[config.mk]
export PLATFORM = sky130hd
export DESIGN_NAME = axi_lite_master
export DESIGN_NICKNAME = d
export VERILOG_FILES = /design/src/rtl/axi_lite_master.sv
export SDC_FILE = /design/constraint.sdc
export NUM_CORES = 1
export LEC_CHECK = 0
export BUFFER_PORTS_ARGS = -buffer_cell sky130_fd_sc_hd__buf_2
export CORE_UTILIZATION = 35
export DETAILED_ROUTE_END_ITERATION = 16
export PLACE_DENSITY = 0.59
export RECOVER_POWER = 100
export SYNTH_ARGS = -nofsm -noshare
export SYNTH_HDL_FRONTEND = slang
export SYNTH_SLANG_ARGS = --single-unit
[constraint.sdc]
create_clock -name ACLK -period 2.1 [get_ports ACLK]
set_input_delay 0.21 -clock ACLK [delete_from_list [all_inputs] [get_ports ACLK]]
set_output_delay 0.21 -clock ACLK [all_outputs]
set_load 0.01 [all_outputs]
[src/rtl/axi_lite_master.sv]
// Single-outstanding AXI-Lite initiator: turns one command into an AW/W/B or AR/R
// transaction, with a per-transaction watchdog that forces a SLVERR-style response.
module axi_lite_master #(
  parameter int ADDR_WIDTH     = 32,
  parameter int DATA_WIDTH     = 32,
  parameter int TIMEOUT_CYCLES = 256
) (
  input  logic                  ACLK,
  input  logic                  ARESETN,
  input  logic                  cmd_valid,
  output logic                  cmd_ready,
  input  logic                  cmd_write,
  input  logic [ADDR_WIDTH-1:0] cmd_addr,
  input  logic [DATA_WIDTH-1:0] cmd_wdata,
  output logic                  rsp_valid,
  input  logic                  rsp_ready,
  output logic [DATA_WIDTH-1:0] rsp_rdata,
  output logic [1:0]            rsp_resp,
  output logic                  rsp_timeout,
  output logic                  AWVALID,
  input  logic                  AWREADY,
  output logic [ADDR_WIDTH-1:0] AWADDR,
  output logic                  WVALID,
  input  logic                  WREADY,
  output logic [DATA_WIDTH-1:0] WDATA,
  input  logic                  BVALID,
  output logic                  BREADY,
  input  logic [1:0]            BRESP,
  output logic                  ARVALID,
  input  logic                  ARREADY,
  output logic [ADDR_WIDTH-1:0] ARADDR,
  input  logic                  RVALID,
  output logic                  RREADY,
  input  logic [DATA_WIDTH-1:0] RDATA,
  input  logic [1:0]            RRESP,
  output logic [2:0]            dbg_state
);

  typedef enum logic [2:0] {
    IDLE    = 3'd0,
    WR_REQ  = 3'd1,
    WR_RESP = 3'd2,
    RD_REQ  = 3'd3,
    RD_RESP = 3'd4,
    RSP     = 3'd5
  } state_t;

  localparam int CW = (TIMEOUT_CYCLES < 2) ? 1 : $clog2(TIMEOUT_CYCLES + 1);
  localparam logic [CW-1:0] TO_CNT = CW'(TIMEOUT_CYCLES);

  state_t                state_q, state_d;
  logic                  cmd_ready_q, cmd_ready_d;
  logic                  rsp_valid_q, rsp_valid_d;
  logic [DATA_WIDTH-1:0] rsp_rdata_q, rsp_rdata_d;
  logic [1:0]            rsp_resp_q, rsp_resp_d;
  logic                  rsp_timeout_q, rsp_timeout_d;
  logic                  awvalid_q, awvalid_d;
  logic                  wvalid_q, wvalid_d;
  logic                  bready_q, bready_d;
  logic                  arvalid_q, arvalid_d;
  logic                  rready_q, rready_d;
  logic [ADDR_WIDTH-1:0] awaddr_q, awaddr_d;
  logic [DATA_WIDTH-1:0] wdata_q, wdata_d;
  logic [ADDR_WIDTH-1:0] araddr_q, araddr_d;
  logic [CW-1:0]         wd_cnt_q, wd_cnt_d;

  logic busy, expire, done_hs, aw_left, w_left;

  // Every channel transfers on the cycle where VALID and READY are both high at
  // the rising edge; VALID never waits on READY, payloads hold while VALID is pending.
  always_comb begin
    state_d       = state_q;
    cmd_ready_d   = cmd_ready_q;
    rsp_valid_d   = rsp_valid_q;
    rsp_rdata_d   = rsp_rdata_q;
    rsp_resp_d    = rsp_resp_q;
    rsp_timeout_d = rsp_timeout_q;
    awvalid_d     = awvalid_q;
    wvalid_d      = wvalid_q;
    bready_d      = bready_q;
    arvalid_d     = arvalid_q;
    rready_d      = rready_q;
    awaddr_d      = awaddr_q;
    wdata_d       = wdata_q;
    araddr_d      = araddr_q;
    wd_cnt_d      = wd_cnt_q;

    busy    = (state_q == WR_REQ) || (state_q == WR_RESP) ||
              (state_q == RD_REQ) || (state_q == RD_RESP);
    done_hs = ((state_q == WR_RESP) && BVALID && bready_q) ||
              ((state_q == RD_RESP) && RVALID && rready_q);
    expire  = (TIMEOUT_CYCLES != 0) && busy && (wd_cnt_q == TO_CNT);
    aw_left = awvalid_q && !AWREADY;
    w_left  = wvalid_q && !WREADY;

    // Saturating so a long-lived state can never wrap back below the limit.
    if (busy && (TIMEOUT_CYCLES != 0) && (wd_cnt_q != TO_CNT)) begin
      wd_cnt_d = wd_cnt_q + CW'(1);
    end

    case (state_q)
      IDLE: begin
        if (cmd_valid && cmd_ready_q) begin
          cmd_ready_d   = 1'b0;
          rsp_timeout_d = 1'b0;
          wd_cnt_d      = '0;
          if (cmd_write) begin
            awaddr_d  = cmd_addr;
            wdata_d   = cmd_wdata;
            awvalid_d = 1'b1;
            wvalid_d  = 1'b1;
            state_d   = WR_REQ;
          end else begin
            araddr_d  = cmd_addr;
            arvalid_d = 1'b1;
            state_d   = RD_REQ;
          end
        end
      end
      WR_REQ: begin
        awvalid_d = aw_left;
        wvalid_d  = w_left;
        if (!aw_left && !w_left) begin
          bready_d = 1'b1;
          state_d  = WR_RESP;
        end
      end
      WR_RESP: begin
        if (BVALID && bready_q) begin
          bready_d    = 1'b0;
          rsp_resp_d  = BRESP;
          rsp_rdata_d = '0;
          rsp_valid_d = 1'b1;
          state_d     = RSP;
        end
      end
      RD_REQ: begin
        if (ARREADY) begin
          arvalid_d = 1'b0;
          rready_d  = 1'b1;
          state_d   = RD_RESP;
        end
      end
      RD_RESP: begin
        if (RVALID && rready_q) begin
          rready_d    = 1'b0;
          rsp_rdata_d = RDATA;
          rsp_resp_d  = RRESP;
          rsp_valid_d = 1'b1;
          state_d     = RSP;
        end
      end
      RSP: begin
        if (rsp_ready) begin
          rsp_valid_d = 1'b0;
          cmd_ready_d = 1'b1;
          state_d     = IDLE;
        end
      end
      default: state_d = IDLE;
    endcase

    // Abandon the hung transaction; a B/R handshake in the same cycle wins.
    if (expire && !done_hs) begin
      awvalid_d     = 1'b0;
      wvalid_d      = 1'b0;
      bready_d      = 1'b0;
      arvalid_d     = 1'b0;
      rready_d      = 1'b0;
      rsp_resp_d    = 2'b10;
      rsp_rdata_d   = '0;
      rsp_timeout_d = 1'b1;
      rsp_valid_d   = 1'b1;
      state_d       = RSP;
    end
  end

  always_ff @(posedge ACLK or negedge ARESETN) begin
    if (!ARESETN) begin
      state_q       <= IDLE;
      cmd_ready_q   <= 1'b1;
      rsp_valid_q   <= 1'b0;
      rsp_rdata_q   <= '0;
      rsp_resp_q    <= 2'b00;
      rsp_timeout_q <= 1'b0;
      awvalid_q     <= 1'b0;
      wvalid_q      <= 1'b0;
      bready_q      <= 1'b0;
      arvalid_q     <= 1'b0;
      rready_q      <= 1'b0;
      awaddr_q      <= '0;
      wdata_q       <= '0;
      araddr_q      <= '0;
      wd_cnt_q      <= '0;
    end else begin
      state_q       <= state_d;
      cmd_ready_q   <= cmd_ready_d;
      rsp_valid_q   <= rsp_valid_d;
      rsp_rdata_q   <= rsp_rdata_d;
      rsp_resp_q    <= rsp_resp_d;
      rsp_timeout_q <= rsp_timeout_d;
      awvalid_q     <= awvalid_d;
      wvalid_q      <= wvalid_d;
      bready_q      <= bready_d;
      arvalid_q     <= arvalid_d;
      rready_q      <= rready_d;
      awaddr_q      <= awaddr_d;
      wdata_q       <= wdata_d;
      araddr_q      <= araddr_d;
      wd_cnt_q      <= wd_cnt_d;
    end
  end

  assign cmd_ready   = cmd_ready_q;
  assign rsp_valid   = rsp_valid_q;
  assign rsp_rdata   = rsp_rdata_q;
  assign rsp_resp    = rsp_resp_q;
  assign rsp_timeout = rsp_timeout_q;
  assign AWVALID     = awvalid_q;
  assign WVALID      = wvalid_q;
  assign BREADY      = bready_q;
  assign ARVALID     = arvalid_q;
  assign RREADY      = rready_q;
  assign AWADDR      = awaddr_q;
  assign WDATA       = wdata_q;
  assign ARADDR      = araddr_q;
  assign dbg_state   = state_q;

endmodule

Yosys cells after proc, flatten, opt, wreduce, memory -nomap -nowiden:

Cells that the tools add are included.

* input port bits: 110
* logic and storage cells: 126
* register bits: 150

* mux-type cells: 49
* bitwise operators: 1
* eq/ne operators: 17
* add/subtract/negate cells: 1
* reductions and logical operators: 43

Operator list (count)
* $mux 32: 3
* $pmux 32 s2: 1
* $mux 9: 3
* $mux 1: 22
* $mux 3: 7
* $reduce_and 3->1: 7
* $pmux 3 s6: 1
* $reduce_bool 3->1: 5
* $logic_and 1x1->1: 13
* $ne 3x3->1 const B: 4
* $pmux 1 s2: 6
* $add 9x1->9 const B: 1
* $eq 9x9->1 const B: 1
* $ne 3x1->1 const B: 3
* $ne 9x9->1 const B: 1
* $mux 2: 4
* $reduce_and 4->1: 2
* $eq 3x2->1 const B: 2
* $eq 3x3->1 const B: 2
* $reduce_and 6->1: 1
* $reduce_bool 2->1: 3
* $logic_not 1->1: 5
* $logic_or 1x1->1: 4
* $ne 2x2->1 const B: 2
* other kinds (8): 8

Longest topological paths before layout:

* depth after elaboration: 8
* gate-level depth with buffers: 8
* mapped depth without buffers: 7

Worst setup path after synthesis:

No wires, ideal clock.

* kind: register -> register
* start point: register state_q[1] (netlist: dbg_state[1])
* end point: register araddr_q[10] (netlist: ARADDR[10])
* data arrival time: 1834 ps
* cell stages (with the launch flop): 7
* path buffers: 3
* slack: 141 ps
* setup time: 125 ps
* clock period less this slack: 1959 ps
* required time: 1975 ps
* cell sequence: dfrtp_1 -> buf_6 -> or2_1 -> buf_2 -> nor4_4 -> buf_2 -> mux2_2

* word-level cells in the longest chain between the ends: 2

Ends and longest elaborated chain
* start: declaration: line 51 `state_t state_q, state_d;`
* start signal: assignment: line 196 `state_q <= state_d;`
* $logic_not 3->1: line 101 `case (state_q)`
* $reduce_and 3->1 (no line)
* end signal: assignment: line 209 `araddr_q <= araddr_d;`
* end: declaration: line 64 `logic [ADDR_WIDTH-1:0] araddr_q, araddr_d;`

No other way between the ends.
A chain may end at the register's enable or synchronous reset.

Final worst setup path:

* start point: register state_q[1] (netlist: dbg_state[1])
* end point: register araddr_q[0] (netlist: ARADDR[0])

Same word-level chain as after synthesis.

==> impl_metrics.yaml <==
die:
  fp.coreArea_um2: 17400
  die_area_um2: 18500
  die-height_um: 136
  ios: 251
  start_util: 0.362
  rows: 48
  chipWidth_um: 136
placed_design:
  dp.cells: 950
  port_buffers: 250
  placed_area_um2: 7850
  gp_congestion: 0.788
  place.detailed.hpwl_mm: 11.3
cells_and_area:
  fillers: 1747
  final_common_cell: "dfrtp_1"
  final_cell_mix: "dfrtp_1 (149), clkbuf_1 (142), buf_2 (110)"
  utilization: 0.468
  postLayoutCellArea_um2: 8150
  stdcell_count: 987
  drive_gt1_frac: 0.291
  nNetsFinal: 862
  area_growth_pct: 29.4
  n_antenna_cell: 0
logic_synthesis:
  synth.distinct_cells: 47
  syn_nets: 603
  synth_enable_flop_cells: 0
  yosysSeqAreaShare: 0.596
  syn_inst: 491
  synth_area_per_cell_um2: 12.8
  synthFlopType: "dfrtp_1"
  yosys_warnings: 0
  synthArstFlopShare: 1.00
  ys_ff_latch: 150
  netlist_area_um2: 6300
setup_path:
  cp.required_ns: 2.41
  path_max_fanout: 33
  worstSetupPathType: "reg -> reg"
  arrival_ns: 2.27
  worstReg2RegEnd: "ARADDR[0]"
  start_kind: "flop"
  reg2reg_from: "dbg_state[1]"
  endpoint_kind: "flop"
  r2r_setup_slack_ns: 0.14
  reg2reg_depth: 4
cts:
  cts_htree_levels: 4
  cts.path.max_buffers: 2
  tritoncts: "done"
  clk_latency_ns: 0.42
  path_clk_slew_ns: 0.06
  root_buffer: "clkbuf_16"
  cts_sinks: 150
  numCtsBuffers: 17
routing:
  wl_per_cell_um: 16.2
  first_iter_violations: 205
  drtAntennaViolNets: 0
  drt-pass1-iter-count: 6
  vias_per_cell: 4.90
  drc: 0
  wirelength_mm: 16.0
  vias: 4836
grt:
  met1_usage: 0.210
  grt-busiest-layer: "met2"
  use_met3: 0.0638
  grt.overflow.total: 0
  grtUsageMet2: 0.306
  grtUsageTotal: 0.182
  grt_pass1_vias: 5249
  antenna_found_initial: 0
  grt_first_pass_wirelength_mm: 26.0
  grt_start_max_net_pins: 67
pwr:
  p_comb_frac: 0.346
  p_total_mw: 12.4
  switchingPower_mw: 4.49
  p_leak_nw: 3.69
  clkPwrFrac: 0.241
  pwr-share-seq: 0.413
  power_density_nw_per_um2: 1510
  p_int_mw: 7.86
  ir_drop_mv: 0.620
  swShare: 0.364
timing:
  max_freq_mhz: 510
  setup-violations-final: 0
  min_period_ns: 1.96
  maxSlewViolCount: 0
  slew_headroom: 0.0391
  tns_ns: 0
  final_hold_viol_count: 0
  period_share: 0.934
  rsz0062_at_grt: "yes"
  fin_worst_skew_ns: 0.0107
  worst_pin_slew_ns: 1.44
run:
  maxCapViolCount: 0
worst_hold_path:
  min_to: "WDATA[1]"
  hold_path_class: "in -> reg"
  whs_path_depth: 2
  min_from: "cmd_wdata[1]"
run_status:
  status: "finished clean"
[Yosys cell counts, types with 2 or more instances]
cell | instances | area [µm²]
xor2_1 | 3 | 26.3
nand3_1 | 38 | 190
nor4b_1 | 2 | 17.5
mux2_2 | 57 | 642
dfrtp_1 | 149 | 3730
o21ai_0 | 9 | 45.0
nor2_1 | 17 | 63.8
nor2b_1 | 2 | 12.5
a31oi_1 | 3 | 18.8
mux2i_1 | 2 | 20.0
nand2_1 | 51 | 191
nor4_1 | 2 | 12.5
nor3_1 | 5 | 25.0
a21oi_1 | 39 | 195
a22o_1 | 2 | 17.5
or3_1 | 3 | 18.8
ha_1 | 2 | 25.0
nand4_1 | 2 | 12.5
xnor2_1 | 3 | 26.3
buf_2 | 10 | 50.1
inv_1 | 10 | 37.5
clkbuf_1 | 13 | 48.8
buf_6 | 6 | 67.6
mux2_4 | 38 | 571
[state kept, by name, summed over array words and instances, names as in the netlist, 2 cells and up]
signal,cells
wd_cnt_q,9
rsp_resp,2
AWADDR,32
WDATA,32
ARADDR,32
rsp_rdata,32
dbg_state,3
[metrics by stage]
stage	setup WS, ns	hold WS (ns)
after floorplan	0.141	-0.0856
after global placement	0.0109	0.211
after detailed placement	-0.146	0.218
after CTS	0.0328	0.00105
after global routing	-0.0419	-0.00989
final	0.139	0.00325
[cell type report]
cell class              instances  area (µm²)  area share
clock buffers                  20         447      0.0548
clock inverters                11         125      0.0153
inverters                      10        37.5     0.00460
multi-input cells             301        2230       0.273
flip-flops and latches        150        3750       0.461
well taps                     225         282      0.0345
repair buffers                270        1280       0.157
[power by group through the flow]
stage                     clock, mW  combinational, mW  sequential [mW]
final                          2.98               4.28             5.10
after global routing           3.19               4.74             5.29
after CTS                      3.06               5.01             5.08
after detailed placement          0               5.00             5.08
after global placement            0               4.85             5.04
after floorplan                   0               2.32             5.63
[worst max-delay path: stages, from the launching register on]
cell and delay, ns:
dfrtp_1 0.42, or2_1 0.33, nor4_2 0.32, buf_6 0.34
mux2_2 0.39
[layer usage]
layer  routed length [µm]  part of all wire  up-vias
met3                 1410             0.088       31
met2                 7960              0.50      213
li1                     -                 -     2235
met4                  346             0.022        0
met5                    0                 0        -
met1                 6300              0.39     2357
[cell families (layout without fill, tap and decap cells)]
logic type / count (synthesis) / in the layout / synth area share
buf+inv: 40 / 311 / 0.0336
simple gates: 132 / 132 / 0.103
flops: 150 / 150 / 0.596
xor+xnor: 6 / 6 / 0.00834
mux: 98 / 98 / 0.197
fa+ha+maj: 2 / 2 / 0.00397
compound gates: 63 / 63 / 0.0584
[timing repair]
item,4_1_cts,5_1_grt
hold buffers,4,1
endpoints found under the hold margin,57,1
endpoints found under the setup margin,32,44
pin swaps,0,2
buffers inserted,0,1
resized for setup,2,3
[how the worst max path moves through the flow]
stage,end,cells past startpoint,startpoint,slack (ns)
2_1_floorplan,ARADDR[10],6,dbg_state[1],0.14
3_3_place_gp,dbg_state[0],7,wd_cnt_q[0],0.01
3_5_place_dp,rsp_rdata[13],5,dbg_state[1],-0.15
4_1_cts,dbg_state[0],7,wd_cnt_q[0],0.03
5_1_grt,dbg_state[0],7,wd_cnt_q[0],-0.04
6_report,ARADDR[0],4,dbg_state[1],0.14
Note: power is estimated with default switching activity, not from simulation.
